File: config.mk
export PLATFORM = sky130hd
export DESIGN_NAME = mask_prng_flat
export DESIGN_NICKNAME = d
export VERILOG_FILES = /design/src/rtl/mask_prng_if.sv /design/src/rtl/mask_prng.sv /design/src/flat_wrapper.sv
export SDC_FILE = /design/constraint.sdc
export NUM_CORES = 1
export LEC_CHECK = 0
export ABC_AREA = 1
export CORE_MARGIN = 4
export CORE_UTILIZATION = 49
export DETAILED_ROUTE_END_ITERATION = 8
export PLACE_DENSITY = 0.78
export SYNTH_ARGS = -nofsm -noshare
export SYNTH_HDL_FRONTEND = slang
export SYNTH_SLANG_ARGS = --single-unit
export TNS_END_PERCENT = 5
File: constraint.sdc
create_clock -name clk -period 1.8 [get_ports clk]
set_input_delay 0.18 -clock clk [delete_from_list [all_inputs] [get_ports clk]]
set_output_delay 0.18 -clock clk [all_outputs]
set_load 0.03 [all_outputs]
File: src/rtl/mask_prng_if.sv
// Seed/consume handshake bundle between a randomness consumer and mask_prng.
//   seed_valid, seed : seed offer from the consumer side
//   seed_ready       : seed acceptance (always 1 out of reset)
//   seed_err         : one-cycle pulse when an all-zero seed was rejected
//   en               : consumer takes the current z this cycle
//   z, z_valid       : current random word and its freshness flag
//   reseed_req       : generator needs a seed before producing more output
interface mask_prng_if #(
  parameter int unsigned OUT_W = 20
);
  logic              seed_valid;
  logic [63:0]       seed;
  logic              seed_ready;
  logic              seed_err;
  logic              en;
  logic [OUT_W-1:0]  z;
  logic              z_valid;
  logic              reseed_req;

  // Consumer side: offers seeds and consumes words.
  modport master (
    output seed_valid, seed, en,
    input  seed_ready, seed_err, z, z_valid, reseed_req
  );

  // Generator side.
  modport slave (
    input  seed_valid, seed, en,
    output seed_ready, seed_err, z, z_valid, reseed_req
  );
endinterface

File: src/rtl/mask_prng.sv
// Fresh-randomness source for one masked S-box lane.
// A 64-bit Fibonacci LFSR advances OUT_W steps per consumed word, after a
// seed load and WARMUP discarded advances. After RESEED_LIMIT consumed words
// the block stops producing output until a new seed is supplied.
// Ports:
//   clk  : clock, rising edge
//   rst  : synchronous active-high reset
//   bus  : mask_prng_if slave modport (seed handshake, en, z, z_valid,
//          seed_err, reseed_req)
module mask_prng #(
  parameter int unsigned OUT_W        = 20,
  parameter int unsigned WARMUP       = 4,
  parameter int unsigned RESEED_LIMIT = 1024
) (
  input  logic         clk,
  input  logic         rst,
  mask_prng_if.slave   bus
);

  localparam int unsigned LFSR_W    = 64;
  localparam int unsigned USE_W     = $clog2(RESEED_LIMIT + 1);
  localparam int unsigned WARM_W    = (WARMUP > 1) ? $clog2(WARMUP) : 1;
  localparam int unsigned WARM_LAST = (WARMUP == 0) ? 0 : WARMUP - 1;

  typedef enum logic [1:0] {
    IDLE      = 2'd0,
    WARM      = 2'd1,
    RUN       = 2'd2,
    EXHAUSTED = 2'd3
  } state_e;

  state_e              state_q, state_d;
  logic [LFSR_W-1:0]   lfsr_q, lfsr_d;
  logic [WARM_W-1:0]   warm_q, warm_d;
  logic [USE_W-1:0]    use_q, use_d;
  logic                seed_err_q, seed_err_d;
  logic                z_valid_q, z_valid_d;
  logic                reseed_req_q, reseed_req_d;

  // One advance: OUT_W single LFSR steps unrolled into one cycle.
  function automatic logic [LFSR_W-1:0] advance(input logic [LFSR_W-1:0] s);
    logic [LFSR_W-1:0] t;
    logic              fb;
    t = s;
    for (int i = 0; i < int'(OUT_W); i++) begin
      fb = t[63] ^ t[62] ^ t[60] ^ t[59];
      t  = {t[62:0], fb};
    end
    return t;
  endfunction

  // State register.
  always_ff @(posedge clk) begin
    if (rst) begin
      state_q      <= IDLE;
      lfsr_q       <= '0;
      warm_q       <= '0;
      use_q        <= '0;
      seed_err_q   <= 1'b0;
      z_valid_q    <= 1'b0;
      reseed_req_q <= 1'b1;
    end else begin
      state_q      <= state_d;
      lfsr_q       <= lfsr_d;
      warm_q       <= warm_d;
      use_q        <= use_d;
      seed_err_q   <= seed_err_d;
      z_valid_q    <= z_valid_d;
      reseed_req_q <= reseed_req_d;
    end
  end

  // Next-state logic. A seed offer outranks en in every state.
  always_comb begin
    state_d    = state_q;
    lfsr_d     = lfsr_q;
    warm_d     = warm_q;
    use_d      = use_q;
    seed_err_d = 1'b0;

    if (bus.seed_valid) begin
      if (bus.seed == '0) begin
        // A zero seed would lock the LFSR; reject and leave everything as is.
        seed_err_d = 1'b1;
      end else begin
        lfsr_d  = bus.seed;
        warm_d  = '0;
        use_d   = '0;
        state_d = (WARMUP == 0) ? RUN : WARM;
      end
    end else begin
      case (state_q)
        WARM: begin
          lfsr_d = advance(lfsr_q);
          if (warm_q == WARM_W'(WARM_LAST)) begin
            state_d = RUN;
          end else begin
            warm_d = warm_q + WARM_W'(1);
          end
        end
        RUN: begin
          if (bus.en) begin
            lfsr_d = advance(lfsr_q);
            use_d  = use_q + USE_W'(1);
            // Counter saturates into EXHAUSTED, so it never wraps.
            if (use_d == USE_W'(RESEED_LIMIT)) begin
              state_d = EXHAUSTED;
            end
          end
        end
        default: begin
        end
      endcase
    end

    // Status flags are registered from the next state.
    z_valid_d    = (state_d == RUN);
    reseed_req_d = (state_d == IDLE) || (state_d == EXHAUSTED);
  end

  assign bus.seed_ready = 1'b1;
  assign bus.seed_err   = seed_err_q;
  assign bus.z          = lfsr_q[OUT_W-1:0];
  assign bus.z_valid    = z_valid_q;
  assign bus.reseed_req = reseed_req_q;

endmodule

File: src/flat_wrapper.sv
// flat-port wrapper written by rule: the top's interface ports become plain ports
module mask_prng_flat 
#(
  parameter int unsigned OUT_W        = 20,
  parameter int unsigned WARMUP       = 4,
  parameter int unsigned RESEED_LIMIT = 1024
)
  (clk, rst, bus_seed_valid, bus_seed, bus_en, bus_seed_ready, bus_seed_err, bus_z, bus_z_valid, bus_reseed_req);
  mask_prng_if #(.OUT_W(OUT_W)) bus_i ();
  input  logic clk;
  input  logic rst;
  input wire logic [$bits(bus_i.seed_valid)-1:0] bus_seed_valid;
  input wire logic [$bits(bus_i.seed)-1:0] bus_seed;
  input wire logic [$bits(bus_i.en)-1:0] bus_en;
  output wire logic [$bits(bus_i.seed_ready)-1:0] bus_seed_ready;
  output wire logic [$bits(bus_i.seed_err)-1:0] bus_seed_err;
  output wire logic [$bits(bus_i.z)-1:0] bus_z;
  output wire logic [$bits(bus_i.z_valid)-1:0] bus_z_valid;
  output wire logic [$bits(bus_i.reseed_req)-1:0] bus_reseed_req;
  assign bus_i.seed_valid = bus_seed_valid;
  assign bus_i.seed = bus_seed;
  assign bus_i.en = bus_en;
  assign bus_seed_ready = bus_i.seed_ready;
  assign bus_seed_err = bus_i.seed_err;
  assign bus_z = bus_i.z;
  assign bus_z_valid = bus_i.z_valid;
  assign bus_reseed_req = bus_i.reseed_req;
  mask_prng #(.OUT_W(OUT_W), .WARMUP(WARMUP), .RESEED_LIMIT(RESEED_LIMIT)) u_core (.clk(clk), .rst(rst), .bus(bus_i));
endmodule
==> summary.md, run 1 <==
| Metric | Value |
|---|---|
| Crit path buf inv count | `2` |
| Layout cell share with drive strength beyond 1 | `12.9%` |
| Crit path max fanout | `2` |
| Area Overhead vs Synth | `31.1%` |
| Crit. End Element | `flip-flop` |
| Worst path slowest cell | `dfxtp_1` |
| Routed vias/inst | `4.77` |
| Failing checks | `setup timing` |
| Max Cap Violations | `0` |
| Num CTS Buffers | `9` |
| Synth async-reset ratio | `0%` |
| Fin crit share | `103%` |
| Aggregate global-route resource usage | `22.8%` |
| Worst-path cell chain | `inv_1 -> ha_4 -> inv_1 -> nor3_2 -> nand2_1 -> nor2_1 -> nand2_1 -> nor2_1 -> nand2_1 -> nand2_1 -> nand2_2 -> ha_4 -> or2_4` |
| N_diodes | `0` |
| Minimum clock period | `between 1500 and 2000 ps` |
| Post-Syn Instances | `903` |
| Core Area | `roughly 10000 um^2` |
| Initial core utilization | `approximately 51%` |
| IO Port Bufs | `90` |
| Post-Syn Nets | `976` |
| Post-synth EDFFs | `0` |
| Most frequent CP cell | `nand2_1` |
| Worst-Skew Late Latency | `between 300 and 400 ps` |
| Crit Path Category | `reg -> reg` |
| Final core utilization | `between 60% and 70%` |
| DP Wirelength | `10.8 mm` |
| Antenna viol nets, final | `0` |
| Critical path arrival | `2110 ps` |
| Ys flop type | `dfxtp_1` |
| Die Y | `112 um` |
| Clock Skew | `13.6 ps` |
| Hold WC Path Type | `in -> reg` |
| Total gr overflow | `0` |
| Clk root buf | `clkbuf_8` |
| WL per Instance | `between 10 and 15 um` |
| Power Dens Cells | `around 750 nW/um^2` |
| RSZ-0062 raised after global routing | `yes` |
| Leakage | `3.29 nW` |
| Pins Over Slew Limit | `0` |
| Drt total wl | `about 14 mm` |
| Mean Syn Cell Area | `just under 6 um^2` |
| Final setup fails | `1` |
| Antenna violations before repair | `0` |
| Max Buffers Root-to-Sink | `2` |
| Die Wd | `between 100 and 150 um` |
| Hold_ws | `~290 ps` |
| Hold Fails Final Rpt | `0` |
| Setup crit start kind | `flip-flop` |
| Slowest stage delay, CP | `approximately 320 ps` |
| Max-slew headroom | `66.1%` |
| Least-Margin Pin Slew | `508 ps` |
| # rows | `37` |
| Starting DRT DRC Count | `between 300 and 400` |
| Synth warnings | `0` |
| CTS sink cnt | `82` |
| Worst Path Required | `2060 ps` |
| H-Tree Depth | `3` |
| Final std cells w/o fill | `1162` |
| First-pass GRT wire length | `23.6 mm` |
| Remaining DRCs | `0` |
| I/O pin total | `92` |
| Worst setup margin | `-49.0 ps` |
| Post-Place Setup Slack | `-391 ps` |
| RD Place Congestion | `~0.83` |
| Vias in the first global route | `5130` |
| Family with the most delay on the worst path | `simple AND/OR/NAND/NOR gates` |
| Synthesized cell area | `around 5300 um^2` |
| Flops & latches, synth | `82` |
| Netlist cell types | `33` |
| CTS tree | `built` |
| Clock slew at reported path FFs | `100 ps` |
| Fmax | `roughly 0.54 GHz` |
| Nets | `1094` |
| Placed Cells | `1141` |
| Status | `finished with violations` |
| Via count | `about 5500` |
| Pin count of the biggest net entering global routing | `76` |
| DR pass1 iterations | `7` |
| Seq/Total Area, Yosys | `31.1%` |
| Die ar. | `12500 um^2` |
| Fillers | `952` |
| Max VDD drop | `448 uV` |
-- cells in the final DEF, fill, tap and decap left out, types with 2 or more instances in the layout --
| cell | n |
|---|---|
| nand2_1 | 324 |
| nor2_1 | 214 |
| clkdlybuf4s50_1 | 88 |
| dfxtp_1 | 77 |
| buf_4 | 74 |
| inv_1 | 73 |
| o21ai_0 | 42 |
| xnor2_1 | 23 |
| nand3b_1 | 17 |
| nand3_1 | 16 |
| clkbuf_8 | 9 |
| a21oi_1 | 8 |
| nor2_2 | 5 |
| inv_2 | 4 |
| nor2_4 | 4 |
| nand2_2 | 4 |
| inv_6 | 4 |
| buf_12 | 4 |
| xor2_1 | 3 |
| ha_4 | 3 |
| dfxtp_2 | 3 |
| nand4_1 | 2 |
| nand3_4 | 2 |
| o21ai_2 | 2 |
| o22ai_1 | 2 |
| ha_1 | 2 |
| inv_8 | 2 |
| dfxtp_4 | 2 |
-- layout make-up --
cell class	count	area [um^2]	area share, %
Timing Repair Buffer	168	1530	22.2
Sequential cell	82	1650	23.9
Tap cell	136	170	2.46
Multi-Input combinational cell	682	3070	44.4
Clock inverter	7	65.1	0.942
Inverter	78	295	4.27
Clock buffer	9	124	1.79
-- flip-flops by register name, indices dropped and copies added (netlist names) --
name / cells
u_core.lfsr_q: 64
u_core.bus.z_valid: 1
u_core.bus.reseed_req: 1
u_core.use_q: 11
u_core.bus.seed_err: 1
u_core.state_q: 2
u_core.warm_q: 2
-- layer usage --
metal	track usage, %	part of all wire, %	vias up
li1	-	-	2935
met3	3.64	5.0	18
met4	5.03	1.7	0
met1	29.5	46	2452
met2	39.9	47	136
met5	0	0	-
-- synth_stat cells (4+ instances only) --
cell      number  share of area [%]
inv_1         75                5.3
nor2_1       219                 16
nand2_1      326                 23
dfxtp_1       82                 31
o21ai_0       42                4.0
clkbuf_1      19                1.4
buf_4         22                3.1
a21oi_1        8               0.76
ha_1           5                1.2
xnor2_1       23                3.8
nand3b_1      17                2.4
buf_2         14                1.3
buf_6          4               0.85
nand3_1       17                1.6
-- report_power, final --
| group | switching (W) | internal (W) | total, W | leakage [nW] |
|---|---|---|---|---|
| Combinational | 0.000931 | 0.000759 | 0.00169 | 2.51 |
| Sequential | 0.000139 | 0.00200 | 0.00213 | 0.682 |
| Clock | 0.000794 | 0.000541 | 0.00133 | 0.0951 |
-- logic make-up after synthesis --
group / after synthesis / share of synthesized area, %
xor+xnor: 26 / 4.32
compound gates: 56 / 5.53
simple gates: 593 / 45.3
flops: 82 / 31.1
fa+ha+maj: 5 / 1.19
other cells: 1 / 0.0712
buf+inv: 140 / 12.4
-- worst min-delay path, delay by kind of cell --
kind / cells / cell delay [ps]
buffers and inverters: 1 / 160
and+or+nand+nor: 4 / 290
-- per-stage QoR --
step | setup TNS (ps) | power (W) | area [um^2]
2_1_floorplan | -11.0 | 0.00326 | 5320
3_3_place_gp | -18880 | 0.00380 | 6630
3_5_place_dp | -19500 | 0.00383 | 6630
4_1_cts | -45.4 | 0.00517 | 6880
5_1_grt | -344 | 0.00548 | 6910
6_report | -49.0 | 0.00516 | 6910
-- worst paths after layout --
path / from / to / slack, ps / cells after the start
setup / recovery: u_core.state_q[0]$_SDFF_PP0_ / u_core.bus.reseed_req$_SDFF_PP1_ / -50 / 13
hold / removal: bus_seed[38] / u_core.lfsr_q[38]$_SDFFE_PP0P_ / 290 / 5
setup reg to reg: u_core.state_q[0]$_SDFF_PP0_ / u_core.bus.reseed_req$_SDFF_PP1_ / -50 / 13
hold reg to reg: u_core.warm_q[1]$_SDFFE_PP0P_ / u_core.warm_q[1]$_SDFFE_PP0P_ / 480 / 2
-- what timing repair did --
action / 4_1_cts / 5_1_grt
gates cloned: 0 / 1
setup endpoints to repair: 48 / 68
pin swaps: 4 / 3
hold buffers: 0 / 0
setup buffers: 4 / 0
gates resized for setup: 8 / 11
Note: power is estimated with default switching activity, not from simulation.
==> inputs of run 2 (changes only) <==
CTS_CLUSTER_SIZE = 12   (was default)
==> results of run 2 <==
Same layout as run 1: the final DEF is identical, and so are final timing and power.
==> inputs of run 3 (changes only) <==
CORE_ASPECT_RATIO = 0.5   (was default)
CORE_UTILIZATION = 58   (was 49)
DONT_BUFFER_PORTS = 1   (was default)
PLACE_DENSITY = 0.76   (was 0.78)
==> summary.md, run 3 (synthesis results as in run 1) <==
| Metric | Value |
|---|---|
| Crit Path Category | `reg -> reg (unchanged)` |
| Die ar. | `10800 um^2 (was 12500 um^2)` |
| First-pass GRT wire length | `21.5 mm (was 23.6 mm)` |
| Critical path arrival | `2140 ps (was 2110 ps)` |
| Reg2reg setup slack | `-100 ps (was -50 ps)` |
| Final setup fails | `1 (unchanged)` |
| Dpl cell area | `5350 um^2 (was 6630 um^2)` |
| Fillers | `847 (was 952)` |
| Family with the most delay on the worst path | `simple AND/OR/NAND/NOR gates (unchanged)` |
| Worst Hold Path EP | `u_core.use_q[5]$_SDFFE_PP0P_ (was u_core.lfsr_q[38]$_SDFFE_PP0P_)` |
| Nets | `956 (was 1094)` |
| Clock slew at reported path FFs | `60 ps (was 100 ps)` |
| Largest register FFs | `64 (unchanged)` |
| Largest registers | `u_core.lfsr_q (64), u_core.use_q (11) (unchanged)` |
| Hold Fails Final Rpt | `0 (unchanged)` |
| Sequential power share | `42.8% (was 41.4%)` |
| Hold WC Path Type | `in -> reg (unchanged)` |
| Worst Path Required | `2030 ps (was 2060 ps)` |
| Aggregate global-route resource usage | `25.8% (was 22.8%)` |
| Hold path start | `bus_seed_valid (was bus_seed[38])` |
| Post-Place Setup Slack | `-127 ps (was -391 ps)` |
| Initial core utilization | `60.1% (was 50.6%)` |
| N_diodes | `0 (unchanged)` |
| Design Area, Final | `5760 um^2 (was 6910 um^2)` |
| Core Area | `8770 um^2 (was 10400 um^2)` |
| Max VDD drop | `512 uV (was 448 uV)` |
| Slowest stage delay, CP | `370 ps (was 320 ps)` |
| Power Dens Cells | `923 nW/um^2 (was 747 nW/um^2)` |
| Remaining DRCs | `0 (unchanged)` |
| Commonest non-fill, non-tap cell in the layout | `nand2_1 (unchanged)` |
| Most frequent cells in the layout | `nand2_1 (324), nor2_1 (213), dfxtp_1 (73) (was nand2_1 (324), nor2_1 (214), clkdlybuf4s50_1 (88))` |
| Sequential cell area | `1660 um^2 (was 1650 um^2)` |
| Pins Over Slew Limit | `0 (unchanged)` |
| Fin crit share | `106% (was 103%)` |
| Setup crit start kind | `flip-flop (unchanged)` |
| Biggest register | `u_core.lfsr_q (unchanged)` |
| RSZ-0062 raised after global routing | `yes (unchanged)` |
| Die Wd | `143 um (was 112 um)` |
| IO Port Bufs | `0 (was 90)` |
| Worst path slowest cell | `dfxtp_4 (was dfxtp_1)` |
| Total gr overflow | `0 (unchanged)` |
| FF-to-FF Start | `u_core.use_q[1]$_SDFFE_PP0P_ (was u_core.state_q[0]$_SDFF_PP0_)` |
| Antenna viol nets, final | `0 (unchanged)` |
| Crit. End Element | `flip-flop (unchanged)` |
| Multi-input gate area | `3080 um^2 (was 3070 um^2)` |
| Drt total wl | `14.2 mm (was 14.4 mm)` |
| DP Wirelength | `10.4 mm (was 10.8 mm)` |
| Max Buffers Root-to-Sink | `2 (unchanged)` |
| CTS sink cnt | `82 (unchanged)` |
| Area Overhead vs Synth | `9.26% (was 31.1%)` |
| Num CTS Buffers | `9 (unchanged)` |
| Status | `finished with violations (unchanged)` |
| H-Tree Depth | `3 (unchanged)` |
| Vias in the first global route | `4455 (was 5130)` |
| WHS Path Cells | `3 (was 5)` |
| Clk root buf | `clkbuf_16 (was clkbuf_8)` |
| Pin count of the biggest net entering global routing | `98 (was 76)` |
| Gate power share | `22.9% (was 32.8%)` |
| Die Y | `75.4 um (was 112 um)` |
| I/O pin total | `92 (unchanged)` |
| R2R depth | `11 (was 13)` |
| CTS tree | `built (unchanged)` |
| Worst-Skew Late Latency | `340 ps (was 370 ps)` |
| WL per Instance | `14.1 um (was 12.4 um)` |
| Worst setup margin | `-104 ps (was -49.0 ps)` |
| Antenna violations before repair | `0 (unchanged)` |
| Crit path max fanout | `4 (was 2)` |
| Worst-path cell chain | `ha_4 -> nand3_4 -> nor2_4 -> xor2_2 -> nand2_1 -> nor2_1 -> nand2_1 -> nand2_1 -> nand2_2 -> ha_4 -> or2_4 (was inv_1 -> ha_4 -> inv_1 -> nor3_2 -> nand2_1 -> nor2_1 -> nand2_1 -> nor2_1 -> nand2_1 -> nand2_1 -> nand2_2 -> ha_4 -> or2_4)` |
| Max Cap Violations | `0 (unchanged)` |
| Clock Skew | `5.22 ps (was 13.6 ps)` |
| Switching Share | `33.2% (was 36.1%)` |
| Routed vias/inst | `5.10 (was 4.77)` |
| Starting DRT DRC Count | `369 (was 325)` |
| Fmax | `0.525 GHz (was 0.541 GHz)` |
| RD Place Congestion | `0.897 (was 0.830)` |
| DR pass1 iterations | `6 (was 7)` |
| Minimum clock period | `1900 ps (was 1850 ps)` |
| # rows | `24 (was 37)` |
| Via count | `5118 (was 5541)` |
| Most frequent CP cell | `nand2_1 (unchanged)` |
| Clock power share | `34.3% (was 25.9%)` |
| Leakage | `2.75 nW (was 3.29 nW)` |
| NetSw | `0.00176 W (was 0.00186 W)` |
| Internal power | `0.00355 W (was 0.00330 W)` |
| Failing checks | `setup timing (unchanged)` |
| R2R Path End | `u_core.bus.reseed_req$_SDFF_PP1_ (unchanged)` |
| Crit path buf inv count | `0 (was 2)` |
| Layout cell share with drive strength beyond 1 | `9.81% (was 12.9%)` |
## run 3: cell types whose count changed in the layout (fill, tap and decap cells not counted), sizes merged
| cell | change |
|---|---|
| clkbuf | +1 |
| inv | -6 |
| dlymetal6s2s | -1 |
| buf | -49 |
| nand2 | -1 |
| clkdlybuf4s50 | -88 |
| bufinv | +1 |
| dlygate4sd3 | +1 |
| clkinv | +3 |
## run 3: final cells by class
cell class / count / area share (%)
Sequential cell: 82 / 28.8
Clock inverter: 5 / 0.978
Tap cell: 117 / 2.54
Clock buffer: 10 / 3.98
Timing Repair Buffer: 31 / 5.17
Inverter: 78 / 5.08
Multi-Input combinational cell: 681 / 53.5
## run 3: layer usage
metal  vias up  global-route usage [%]  wire, um  share of wire [%]
met2       167                    41.3      6210                 44
met3        19                    7.84      1190                8.4
met4         0                    5.48       210                1.5
met1      2277                    34.9      6550                 46
met5         -                       0         0                  0
li1       2655                       -         -                  -
## run 3: stage by stage
step / std cells / total power [W] / hold WS (ps) / setup TNS, ps / util [%]
after CTS: 1003 / 0.00529 / 40.1 / -67.2 / 64.9
after floorplan: 903 / 0.00326 / 410 / -11.0 / -
final: 1004 / 0.00531 / 30.5 / -104 / 65.7
after global placement: 982 / 0.00345 / 252 / -86.8 / 61.0
after global routing: 1004 / 0.00558 / 48.1 / -388 / 65.7
after detailed placement: 982 / 0.00348 / 254 / -127 / 61.0
## run 3: worst register-to-register path: cells and delay by family, from the launching register on
| kind | cells | cell delay [ps] |
|---|---|---|
| simple gates | 8 | 880 |
| fa+ha+maj | 2 | 390 |
| flops | 1 | 370 |
| xor+xnor | 1 | 170 |
## run 3: power groups by stage
stage | combinational, W | clock [W] | sequential [W]
finish | 0.00122 | 0.00182 | 0.00228
global route | 0.00138 | 0.00191 | 0.00230
CTS | 0.00119 | 0.00183 | 0.00227
detailed placement | 0.00116 | 0 | 0.00231
global placement | 0.00114 | 0 | 0.00231
floorplan | 0.00111 | 0 | 0.00215
## run 3: worst max-delay path by stage
| stage | depth (start not counted) | to | slack, ps | start |
|---|---|---|---|---|
| after detailed placement | 11 | u_core.bus.reseed_req$_SDFF_PP1_ | -130 | u_core.use_q[1]$_SDFFE_PP0P_ |
| final | 11 | u_core.bus.reseed_req$_SDFF_PP1_ | -100 | u_core.use_q[1]$_SDFFE_PP0P_ |
| after global routing | 11 | u_core.bus.reseed_req$_SDFF_PP1_ | -240 | u_core.use_q[1]$_SDFFE_PP0P_ |
| after global placement | 11 | u_core.bus.reseed_req$_SDFF_PP1_ | -90 | u_core.use_q[1]$_SDFFE_PP0P_ |
| after CTS | 11 | u_core.bus.reseed_req$_SDFF_PP1_ | -70 | u_core.use_q[0]$_SDFFE_PP0P_ |
| after floorplan | 11 | u_core.bus.reseed_req$_SDFF_PP1_ | -10 | u_core.use_q[1]$_SDFFE_PP0P_ |
## run 3: what timing repair did
action | CTS | global route
gates resized for setup | 6 | 18
hold buffers | 1 | 0
hold endpoints to repair | 7 | 0
buffers inserted | 5 | 1
setup endpoints to repair | 1 | 32
pin swaps | 4 | 13
